File: src/rtl/multicycle_ctrl.sv
// Control FSM for the multi-cycle LEGv8 core: sequences ALU, memory port and datapath register enables.
// Debug encoding on o_state: FETCH=0 DECODE=1 MEMADR=2 MEMRD=3 MEMWB=4 MEMWR=5 RTYPE_EX=6 RTYPE_WB=7 CBZ=8 BR=9 ILLEGAL=10.
module multicycle_ctrl #(
  parameter int OPW = 11
) (
  input  logic           i_clk,
  input  logic           i_rst_n,
  input  logic [OPW-1:0] i_op,
  input  logic           i_zero,
  input  logic           i_mem_ready,
  output logic           o_mem_read,
  output logic           o_mem_write,
  output logic           o_iord,
  output logic           o_ir_we,
  output logic           o_pc_we,
  output logic           o_reg_we,
  output logic [1:0]     o_alusrca,
  output logic [1:0]     o_alusrcb,
  output logic [3:0]     o_alucontrol,
  output logic           o_pcsrc,
  output logic           o_mem_to_reg,
  output logic           o_reg2loc,
  output logic           o_illegal,
  output logic [3:0]     o_state
);

  typedef enum logic [3:0] {
    FETCH    = 4'd0,
    DECODE   = 4'd1,
    MEMADR   = 4'd2,
    MEMRD    = 4'd3,
    MEMWB    = 4'd4,
    MEMWR    = 4'd5,
    RTYPE_EX = 4'd6,
    RTYPE_WB = 4'd7,
    CBZ      = 4'd8,
    BR       = 4'd9,
    ILLEGAL  = 4'd10
  } state_t;

  localparam logic [3:0] ALU_AND   = 4'b0000;
  localparam logic [3:0] ALU_ORR   = 4'b0001;
  localparam logic [3:0] ALU_ADD   = 4'b0010;
  localparam logic [3:0] ALU_SUB   = 4'b0110;
  localparam logic [3:0] ALU_PASSB = 4'b0111;

  state_t     r_state;
  state_t     w_next;
  logic       w_isLdur;
  logic       w_isStur;
  logic       w_isRtype;
  logic       w_isCbz;
  logic       w_isB;
  logic [3:0] w_rAlu;

  always_comb begin
    w_isLdur  = (i_op == 11'b11111000010);
    w_isStur  = (i_op == 11'b11111000000);
    w_isCbz   = (i_op[OPW-1 -: 8] == 8'b10110100);
    w_isB     = (i_op[OPW-1 -: 6] == 6'b000101);
    w_isRtype = 1'b1;
    w_rAlu    = ALU_ADD;
    case (i_op)
      11'b10001011000: w_rAlu = ALU_ADD;
      11'b11001011000: w_rAlu = ALU_SUB;
      11'b10001010000: w_rAlu = ALU_AND;
      11'b10101010000: w_rAlu = ALU_ORR;
      default:         w_isRtype = 1'b0;
    endcase
  end

  always_ff @(posedge i_clk or negedge i_rst_n) begin
    if (!i_rst_n) r_state <= FETCH;
    else          r_state <= w_next;
  end

  always_comb begin
    w_next       = FETCH;
    o_mem_read   = 1'b0;
    o_mem_write  = 1'b0;
    o_iord       = 1'b0;
    o_ir_we      = 1'b0;
    o_pc_we      = 1'b0;
    o_reg_we     = 1'b0;
    o_alusrca    = 2'b00;
    o_alusrcb    = 2'b00;
    o_alucontrol = ALU_AND;
    o_pcsrc      = 1'b0;
    o_mem_to_reg = 1'b0;
    o_reg2loc    = 1'b0;
    o_illegal    = 1'b0;
    case (r_state)
      FETCH: begin
        o_mem_read   = 1'b1;
        o_alusrcb    = 2'b01;
        o_alucontrol = ALU_ADD;
        if (i_mem_ready) begin
          o_ir_we = 1'b1;
          o_pc_we = 1'b1;
          w_next  = DECODE;
        end else begin
          w_next  = FETCH;
        end
      end
      DECODE: begin
        // ALUOut captures the branch target here so CBZ/B can load it later
        o_alusrca    = 2'b01;
        o_alusrcb    = 2'b11;
        o_alucontrol = ALU_ADD;
        o_reg2loc    = w_isStur | w_isCbz;
        if (w_isLdur || w_isStur) w_next = MEMADR;
        else if (w_isRtype)       w_next = RTYPE_EX;
        else if (w_isCbz)         w_next = CBZ;
        else if (w_isB)           w_next = BR;
        else                      w_next = ILLEGAL;
      end
      MEMADR: begin
        o_alusrca    = 2'b10;
        o_alusrcb    = 2'b10;
        o_alucontrol = ALU_ADD;
        o_reg2loc    = w_isStur;
        w_next       = w_isLdur ? MEMRD : MEMWR;
      end
      MEMRD: begin
        o_mem_read = 1'b1;
        o_iord     = 1'b1;
        w_next     = i_mem_ready ? MEMWB : MEMRD;
      end
      MEMWB: begin
        o_reg_we     = 1'b1;
        o_mem_to_reg = 1'b1;
        w_next       = FETCH;
      end
      MEMWR: begin
        o_mem_write = 1'b1;
        o_iord      = 1'b1;
        o_reg2loc   = 1'b1;
        w_next      = i_mem_ready ? FETCH : MEMWR;
      end
      RTYPE_EX: begin
        o_alusrca    = 2'b10;
        o_alusrcb    = 2'b00;
        o_alucontrol = w_rAlu;
        w_next       = RTYPE_WB;
      end
      RTYPE_WB: begin
        o_reg_we = 1'b1;
        w_next   = FETCH;
      end
      CBZ: begin
        o_reg2loc    = 1'b1;
        o_alusrcb    = 2'b00;
        o_alucontrol = ALU_PASSB;
        o_pcsrc      = 1'b1;
        o_pc_we      = i_zero;
        w_next       = FETCH;
      end
      BR: begin
        o_pc_we = 1'b1;
        o_pcsrc = 1'b1;
        w_next  = FETCH;
      end
      ILLEGAL: begin
        o_illegal = 1'b1;
        w_next    = FETCH;
      end
      default: w_next = FETCH;
    endcase
    // FETCH decode alone would raise ir_we/pc_we on mem_ready while reset is held
    if (!i_rst_n) begin
      o_ir_we  = 1'b0;
      o_pc_we  = 1'b0;
      o_reg_we = 1'b0;
    end
  end

  assign o_state = r_state;

endmodule

File: config.mk
export PLATFORM = sky130hd
export DESIGN_NAME = multicycle_ctrl
export DESIGN_NICKNAME = d
export VERILOG_FILES = /design/src/rtl/multicycle_ctrl.sv
export SDC_FILE = /design/constraint.sdc
export NUM_CORES = 1
export LEC_CHECK = 0
export CAP_MARGIN = 25
export CELL_PAD_IN_SITES_DETAIL_PLACEMENT = 1
export CELL_PAD_IN_SITES_GLOBAL_PLACEMENT = 1
export CORE_MARGIN = 3
export CORE_UTILIZATION = 25
export DETAILED_ROUTE_END_ITERATION = 8
export GPL_TIMING_DRIVEN = 0
export HOLD_SLACK_MARGIN = 0.02
export PLACE_DENSITY_LB_ADDON = 0.08
export SYNTH_ARGS = -nofsm -noshare
export SYNTH_HDL_FRONTEND = slang
export SYNTH_SLANG_ARGS = --single-unit
export TNS_END_PERCENT = 5
File: constraint.sdc
create_clock -name i_clk -period 2.05 [get_ports i_clk]
set_clock_uncertainty 0.15 [all_clocks]
set_input_delay 0.205 -clock i_clk [delete_from_list [all_inputs] [get_ports i_clk]]
set_output_delay 0.205 -clock i_clk [all_outputs]
set_load 0.01 [all_outputs]
==> impl_summary.log <==
INFO  metric place_hpwl = 1920 µm
INFO  metric avgRoutedWirePerCell = 14.9 µm
INFO  metric post_route_cells_drive_above_1_share = 0.215
INFO  metric num_antenna_cells = 0
INFO  metric globalRoute.totalOverflow = 0
INFO  metric layout-area-overhead-vs-synth = 73.9%
INFO  metric postSynthAreaPerCell = 6.73 µm²
INFO  metric dr_total_vias = 855
INFO  metric ys_dominant_reg_cell = sky130_fd_sc_hd__dfrtp_1
INFO  metric floorplan.io_pins = 37
INFO  metric maxCapViolations = 0
INFO  metric wl = 2420 µm
INFO  metric grt.total_usage = 0.156
INFO  metric worst_setup_hold_path_clk_slew = 0.04 ns
INFO  metric status = finished with violations
INFO  metric cts-hold-fix-buffers = 0
INFO  metric grt_max_degree = 11
INFO  metric seqCellArea = 101 µm²
INFO  metric synth.net_count = 112
INFO  metric cts-root-buf = sky130_fd_sc_hd__clkbuf_4
INFO  metric vdd_ir_drop_max = 0.000763 V
INFO  metric worst-path-buf-inv = 2
INFO  metric overall_die_height = 57.1 µm
INFO  metric clkLatencyLatePin = 0.24 ns
INFO  metric vias_per_cell = 5.25
INFO  metric placement_rows = 17
INFO  metric async_flop_share = 1.00
INFO  metric final_core_util = 0.486
INFO  metric final_cell_area = 0.00114 mm²
INFO  metric total_core_area = 0.00234 mm²
INFO  metric timing.final.crit_share = 1.01
INFO  metric grt_pass1_vias = 892
INFO  metric num-fill-cells = 304
INFO  metric gp_congestion = 0.834
INFO  metric grt_setup_unrepaired = yes
INFO  metric post-place-ws = -0.557 ns
INFO  metric slew_viol_final = 0
INFO  metric multiInputGateArea = 577 µm²
INFO  metric yosysWarningCount = 0
INFO  metric cp-end-kind = output pin
INFO  metric ys_seq_area_frac = 0.153
INFO  metric drt_drc_violations_left = 0
INFO  metric cellPowerDensity = 1130 mW/mm²
INFO  metric postLayoutSetupSlackWorst = -0.0147 ns
INFO  metric drt-pass1-iter-count = 6
INFO  metric initial_core_utilization = 0.279
INFO  metric reg2reg_setup_slack = 0.57 ns
INFO  metric cpMostUsedCell = sky130_fd_sc_hd__dlygate4sd2_1
INFO  metric cts-root-to-sink-buffers = 2
INFO  metric ys_seq_elements = 4
INFO  metric antenna_found_initial = 0
INFO  metric synthDistinctLibCells = 38
INFO  metric fp.dieArea = 0.00326 mm²
INFO  metric synthesis.instances = 97
INFO  metric placed_area = 0.00104 mm²
INFO  metric clock_tree.htree_level_count = 1
INFO  metric timing.critical_path.required = 1.69 ns
INFO  metric critPathSlowestCell = sky130_fd_sc_hd__or3_4
INFO  metric worst_r2r_endpoint = o_state[0]$_DFF_PN0_
INFO  metric worst_path_maximum_fanout = 3
INFO  metric port_buffers = 35
INFO  metric worst-r2r-cell-count = 4
INFO  metric path_cells = dlygate4sd2_1 > or3_4 > nor4b_4 > o31a_1 > nand3_1 > dlygate4sd2_1
INFO  metric tritoncts = yes
INFO  metric r2r_path_start = o_state[2]$_DFF_PN0_
INFO  metric total_leakage_power = 0.000567 µW
INFO  metric largest_reg_flops = 4
INFO  metric numCtsBuffers = 3
INFO  metric hp-class = in2async
INFO  metric timing.hold.ws = 0.0699 ns
INFO  metric post_synth_instance_area = 653 µm²
INFO  metric maxClockFrequency = 484 MHz
INFO  metric synth-edff-count = 0
INFO  metric drt_initial_violations = 22
INFO  metric nets = 152
INFO  metric setup.worst_path.start_class = input pin
INFO  metric worst_path_dominant_cell_family = simple AND/OR/NAND/NOR gates
INFO  metric wire_length_of_the_first_global_routing_pass = 4140 µm
INFO  metric die_width = 57.1 µm
INFO  metric cts_sinks = 4
INFO  metric finalCriticalPeriod = 2.06 ns
INFO  metric cp_slowest_stage_delay = 0.44 ns
INFO  metric violations = negative setup slack
INFO  metric hold_viol_final = 0
INFO  metric report.final.setup_viol = 1
INFO  metric postRouteAntennaNets = 0
INFO  metric critPathKind = in2out
INFO  metric critical_path_arrival = 1.71 ns
==> final cells by class <==
class | instances | area share
clock buffers | 3 | 0.0198
multi-input cells | 81 | 0.508
well taps | 28 | 0.0308
flip-flops and latches | 4 | 0.0892
plain buffers | 6 | 0.0308
inverters | 5 | 0.0165
repair buffers | 36 | 0.305
==> kinds of logic (layout without fill, tap and decap cells) <==
group | count (synthesis) | in the layout | synth area share
simple gates | 54 | 54 | 0.473
xor+xnor | 1 | 1 | 0.0134
flops | 4 | 4 | 0.153
buf+inv | 12 | 50 | 0.0805
mux | 2 | 2 | 0.0307
compound gates | 23 | 23 | 0.243
other cells | 1 | 1 | 0.00574
==> layer usage <==
| metal | global-route usage | share of wire |
|---|---|---|
| met5 | 0 | 0 |
| met1 | 0.199 | 0.46 |
| met4 | 0.0265 | 0 |
| met2 | 0.266 | 0.49 |
| met3 | 0.0430 | 0.057 |
==> cells in the final DEF (no fill, tap or decap), types with 2 or more instances in the layout <==
cell                              Yosys  final
sky130_fd_sc_hd__clkbuf_4             0      3
sky130_fd_sc_hd__nor3_1               2      2
sky130_fd_sc_hd__nand4_1              2      2
sky130_fd_sc_hd__nor4b_4              0      3
sky130_fd_sc_hd__buf_2                3      4
sky130_fd_sc_hd__clkdlybuf4s50_1      0     11
sky130_fd_sc_hd__inv_1                5      4
sky130_fd_sc_hd__dfrtp_1              4      3
sky130_fd_sc_hd__dlymetal6s2s_1       0      5
sky130_fd_sc_hd__buf_4                1      3
sky130_fd_sc_hd__nand2b_1             9      6
sky130_fd_sc_hd__a21oi_1              6      5
sky130_fd_sc_hd__and2_1               2      2
sky130_fd_sc_hd__o21ai_0              6      6
sky130_fd_sc_hd__or2_2                2      2
sky130_fd_sc_hd__nand2_1              6      6
sky130_fd_sc_hd__nand2b_4             0      2
sky130_fd_sc_hd__nor2_2               0      2
sky130_fd_sc_hd__o21a_1               2      2
sky130_fd_sc_hd__dlygate4sd2_1        0     15
sky130_fd_sc_hd__mux2i_1              2      2
sky130_fd_sc_hd__nor2_1              17     15
sky130_fd_sc_hd__nand3_1              3      3
==> Yosys cell counts, types with 2 or more instances <==
| library cell | number | area [µm²] |
|---|---|---|
| sky130_fd_sc_hd__nand4_1 | 2 | 12.5 |
| sky130_fd_sc_hd__and2_1 | 2 | 12.5 |
| sky130_fd_sc_hd__o21ai_0 | 6 | 30.0 |
| sky130_fd_sc_hd__nand2b_1 | 9 | 56.3 |
| sky130_fd_sc_hd__nor4b_1 | 2 | 17.5 |
| sky130_fd_sc_hd__clkbuf_1 | 3 | 11.3 |
| sky130_fd_sc_hd__inv_1 | 5 | 18.8 |
| sky130_fd_sc_hd__buf_2 | 3 | 15.0 |
| sky130_fd_sc_hd__mux2i_1 | 2 | 20.0 |
| sky130_fd_sc_hd__or2_2 | 2 | 12.5 |
| sky130_fd_sc_hd__nor3_1 | 2 | 10.0 |
| sky130_fd_sc_hd__nand2_1 | 6 | 22.5 |
| sky130_fd_sc_hd__o21a_1 | 2 | 15.0 |
| sky130_fd_sc_hd__dfrtp_1 | 4 | 100 |
| sky130_fd_sc_hd__a21oi_1 | 6 | 30.0 |
| sky130_fd_sc_hd__nand3_1 | 3 | 15.0 |
| sky130_fd_sc_hd__nor2_1 | 17 | 63.8 |
==> worst max-delay path by stage <==
stage,startpoint,to,slack [ns],depth (start not counted)
after floorplan,o_state[0]$_DFF_PN0_,o_alucontrol[1],0.38,5
after global placement,i_op[0],o_reg2loc,-0.57,6
after detailed placement,i_op[0],o_reg2loc,-0.56,6
after CTS,o_state[2]$_DFF_PN0_,o_alusrca[0],-0.12,4
after global routing,i_op[4],o_alucontrol[1],-0.09,6
final,i_op[2],o_alucontrol[1],-0.01,6
==> power by group <==
part	switching [µW]	leakage, µW	internal [µW]	total, µW
combinational	537	0.000503	481	1020
sequential	55.1	0.0000504	117	172
clock	31.5	0.0000138	65.4	96.9
==> timing repair <==
action / CTS / global route
setup buffers: 1 / 0
resized for setup: 36 / 15
pin swaps: 3 / 2
endpoints found under the setup margin: 16 / 7
==> metrics by stage <==
stage / TNS, ns / total power [µW] / std cells
floorplan: 0 / 724 / 97
global placement: -2.00 / 1220 / 160
detailed placement: -2.10 / 1230 / 160
CTS: -0.198 / 1280 / 163
global route: -0.0912 / 1410 / 163
finish: -0.0147 / 1290 / 163
Power figures use the tool's default switching activity.
==> edit 1 (config.mk and constraints unchanged) <==
`OPW`: 11 -> 12.
--- a/src/rtl/multicycle_ctrl.sv
+++ b/src/rtl/multicycle_ctrl.sv
@@ -1,7 +1,7 @@
 // Control FSM for the multi-cycle LEGv8 core: sequences ALU, memory port and datapath register enables.
 // Debug encoding on o_state: FETCH=0 DECODE=1 MEMADR=2 MEMRD=3 MEMWB=4 MEMWR=5 RTYPE_EX=6 RTYPE_WB=7 CBZ=8 BR=9 ILLEGAL=10.
 module multicycle_ctrl #(
-  parameter int OPW = 11
+  parameter int OPW = 12
 ) (
   input  logic           i_clk,
   input  logic           i_rst_n,
Ports: changed (resized i_op); port bits go from 37 to 38. No check against the original RTL was run, so the function may have changed too.
==> edit 1 against the unedited design <==
- worst hold slack lost 0.0090 ns
- sequential cell count is the same
- wire length grew 1.2%
- final area grew 1.3%
- total power shrank 1.2%
- synthesized area shrank 5.4%
- via count shrank 6.1%
- worst setup slack gained 0.035 ns
- critical endpoint is now o_alucontrol[0]
==> edit 1: results (changes against the unedited design) <==
[placement]
dpl.cell_count=153  ; -4.4%
dp_hpwl_um=1855  ; -3.6%
io_buffers=36  ; +2.9%
place.gp.congestion=0.8010  ; -4.0%
placed_cell_area_um2=1013  ; -2.4%

[drt]
via_count=803  ; -6.1%
wl_met1_um=1121  ; +1.5%
top_layer_used=met4
wl_met3_um=97  ; -30%
drt-wirelength-per-cell_um=15.43  ; +3.8%

[logic_synthesis]
syn_nets=105  ; -6.3%
synth-xor-area-share_pct=1.417  ; +0.076 points
synthTopCellsByArea=dfrtp_1 16%, nand2b_1 11%, nor2_1 9.1%
yosysSeqAreaShare_pct=16.19  ; +0.87 points

[worst_setup_path]
r2r_end=o_state[2]
critical_path.max_stage_delay_ns=0.54  ; +0.10 ns
path_max_fanout=2  ; -1
endpoint=o_alucontrol[0]
cp.arrival_ns=1.68  ; -0.03 ns

[final_layout]
layoutNonFillerInstCount=159  ; -2.5%
drive_above_1_share_pct=31.30  ; +9.8 points
nets=149  ; -2.0%

[run_status]
status=complete, no violations

[pwr]
p_leak_nw=0.5600  ; -1.3%

[grt]
gr-usage-met1_pct=20.58  ; +0.72 points
grt_pass1_wl_um=3933  ; -5.0%

[sta]
timing.fmax_mhz=492.6  ; +1.7%

[cts]
cts_resized=51  ; +42%
post-cts-setup-buffers=3  ; +2

-- edit 1: cell types whose count changed in the layout (fill, tap and decap cells not counted), moves of 2 or more --
| cell | before | now |
|---|---|---|
| a21oi_1 | 5 | 1 |
| buf_6 | 0 | 3 |
| clkbuf_2 | 1 | 3 |
| clkbuf_4 | 3 | 6 |
| dfrtp_1 | 3 | 1 |
| dfrtp_2 | 1 | 3 |
| dlygate4sd2_1 | 15 | 11 |
| nand2_1 | 6 | 4 |
| nand2b_1 | 6 | 9 |
| nand3_1 | 3 | 0 |
| nor2_1 | 15 | 12 |
| nor2_4 | 0 | 2 |
| nor4b_4 | 3 | 0 |
| o21a_1 | 2 | 0 |
-- edit 1: how the worst min path moves through the flow --
stage / cells past startpoint / start / endpoint
2_1_floorplan: 0 / i_rst_n / o_state[0]
3_3_place_gp: 1 / i_rst_n / o_state[0]
3_5_place_dp: 1 / i_rst_n / o_state[0]
4_1_cts: 1 / i_rst_n / o_state[1]
5_1_grt: 1 / i_rst_n / o_state[0]
6_report: 1 / i_rst_n / o_state[1]
-- edit 1: worst reg2reg max path, stage by stage (launching register included) --
cell,delay [ns]
dfrtp_1,0.44
nand2b_1,0.17
buf_2,0.18
o31a_1,0.33
o32ai_2,0.22
-- edit 1: cell type report --
class	instances	area, um2
fill	296	1125
multi-input combinational	74	566.8
timing repair buffer	40	361.6
sequential	4	103.9
buffer	6	46.29
tap	28	35.03
clock buffer	3	22.52
inverter	4	15.01
-- edit 1: power breakdown --
| part | switching [mW] | total, mW | internal, mW |
|---|---|---|---|
| Clock | 0.0276 | 0.0927 | 0.0652 |
| Sequential | 0.0568 | 0.176 | 0.119 |
| Combinational | 0.520 | 1.00 | 0.482 |
==> edit 2 (same flow settings) <==
Without the edit above. Reset style: synchronous (`i_rst_n`), changed in one clocked block.
--- a/src/rtl/multicycle_ctrl.sv
+++ b/src/rtl/multicycle_ctrl.sv
@@ -69,7 +69,7 @@
     endcase
   end
 
-  always_ff @(posedge i_clk or negedge i_rst_n) begin
+  always_ff @(posedge i_clk) begin
     if (!i_rst_n) r_state <= FETCH;
     else          r_state <= w_next;
   end
Formal check against the unedited RTL: differs if i_rst_n is asserted again (counterexample within 4 cycles, from zero or initial values and one cycle with i_rst_n low); with i_rst_n held inactive, the same outputs for 10 cycles.
==> edit 2 against the unedited design <==
- count of clock-buffer cells in the layout did not move
- final area fell by 4.8%
- synthesized area is 11% lower
- the run still ends with negative setup slack left
- first-iteration DRC count shrank 55%
- final cell count down 9.2%
- maximum frequency rose by 0.44%
- critical path depth unchanged
- critical endpoint is now o_reg2loc
- sequential cell count did not move
- largest cell class unchanged
- global-route usage grew 0.56 points
- worst setup slack gained 0.0090 ns
- wire length decreased by 4.6%
- critical path type unchanged
Power is left out: it rests on default switching activity, and per cell area and clock period it moved more than threefold.
==> edit 2: results (changes against the unedited design) <==
[drt]
dr.pass1.iters=4  ; -2
antenna_left=0  ; unchanged
routed_wl_um=2311  ; -4.6%
viasPerCell=5.264  ; +0.35%
drt-wirelength-per-cell_um=15.61  ; +5.0%
drt_iter0_drc=10  ; -55%

[grt]
grt_use_total_pct=16.17  ; +0.56 points
grt_pass1_wl_um=3553  ; -14%
grt_pass1_vias=807  ; -9.5%

[sta]
finalSetupViolations=1  ; unchanged
worst_slack_ns=-0.005664  ; +0.009024 ns

[final_layout]
drive_above_1_share_pct=19.01  ; -2.5 points
fillers=264  ; -13%
n_antenna_cell=0  ; unchanged

[placement]
dpl.cell_count=144  ; -10%
dp_slack_ns=-0.4453  ; +0.1119 ns
dp_hpwl_um=1713  ; -11%
place.gp.congestion=0.7611  ; -8.8%

[logic_synthesis]
synth_async_sr_flop_share_pct=0  ; -100 points
syn_inst=82  ; -15%
synth_common_cells=12 x nor2_1, 6 x nand2_1, 6 x nand2b_1
synthTopCellsByArea=dfxtp_1 14%, nor2_1 7.8%, nand2b_1 6.5%
yosysSeqAreaShare_pct=13.82  ; -1.5 points
syn_nets=97  ; -13%
synth.distinct_cells=35  ; -7.9%
synth_warnings=0  ; unchanged

[worst_setup_path]
regToRegSetupSlack_ns=0.64  ; +0.07 ns
rr_startpoint=o_state[2]
critPathLaunch=i_op[9]
endpoint=o_reg2loc
r2r_end=o_state[2]

[run_status]
violations=negative setup slack
status=finished, violations left

[hold_path]
hold_class=input pin to flop

[edit 2: area by class of cell]
type | instances | area (um2) | area share (%)
inverters | 2 | 7.507 | 0.6944
plain buffers | 5 | 45.04 | 4.167
clock buffers | 3 | 22.52 | 2.083
multi-input cells | 71 | 514.2 | 47.57
repair buffers | 36 | 372.9 | 34.49
well taps | 27 | 33.78 | 3.125
flip-flops and latches | 4 | 85.08 | 7.870
[edit 2: worst max-delay path, stage by stage]
cell             delay (ns)
clkdlybuf4s50_1        0.49
and4bb_1               0.35
a21oi_1                0.09
o22a_1                 0.16
o22ai_1                0.11
dlygate4sd2_1          0.29
[edit 2: timing repair]
item                                    4_1_cts  5_1_grt
pin swaps                                     4        1
resized for setup                            21       16
setup buffers                                 1        0
endpoints found under the setup margin       15       12
hold endpoints to repair                      0        0
[edit 2: cell families after synthesis]
| family | count (synthesis) | share of synthesized area (%) |
|---|---|---|
| multiplexers | 1 | 1.728 |
| XOR/XNOR | 2 | 3.024 |
| other | 1 | 0.6473 |
| flip-flops | 4 | 13.82 |
| AND/OR/NAND/NOR | 50 | 55.72 |
| buffers and inverters | 7 | 6.049 |
| AO/OA/AOI/OAI | 17 | 19.01 |
[edit 2: layer usage]
| layer | up-vias | part of all wire [%] | GRT usage (%) |
|---|---|---|---|
| li1 | 387 | - | - |
| met4 | 0 | 0 | 0 |
| met3 | 0 | 5.5 | 1.939 |
| met5 | - | 0 | 0 |
| met1 | 364 | 43 | 18.82 |
| met2 | 28 | 51 | 32.47 |
[edit 2: metrics by stage]
stage,setup TNS [ns],utilization [%],instance area (um2),hold WS (ns)
after global routing,-0.2655,51.92,1081,0.5287
after detailed placement,-1.506,46.27,963.4,0.6271
after global placement,-1.314,46.27,963.4,0.6104
final,-0.005664,51.92,1081,0.4902
after floorplan,0,-,579.3,0.2236
after CTS,-0.09701,49.88,1039,0.4648
[edit 2: worst min-delay path by stage]
| stage | start | to | slack [ns] | cells past startpoint |
|---|---|---|---|---|
| final | i_op[1] | o_state[2] | 0.49 | 4 |
| after global routing | i_op[7] | o_state[3] | 0.53 | 5 |
| after CTS | i_op[1] | o_state[2] | 0.46 | 4 |
| after detailed placement | o_state[1] | o_state[2] | 0.63 | 3 |
| after global placement | o_state[1] | o_state[2] | 0.61 | 3 |
| after floorplan | i_rst_n | o_state[2] | 0.22 | 2 |
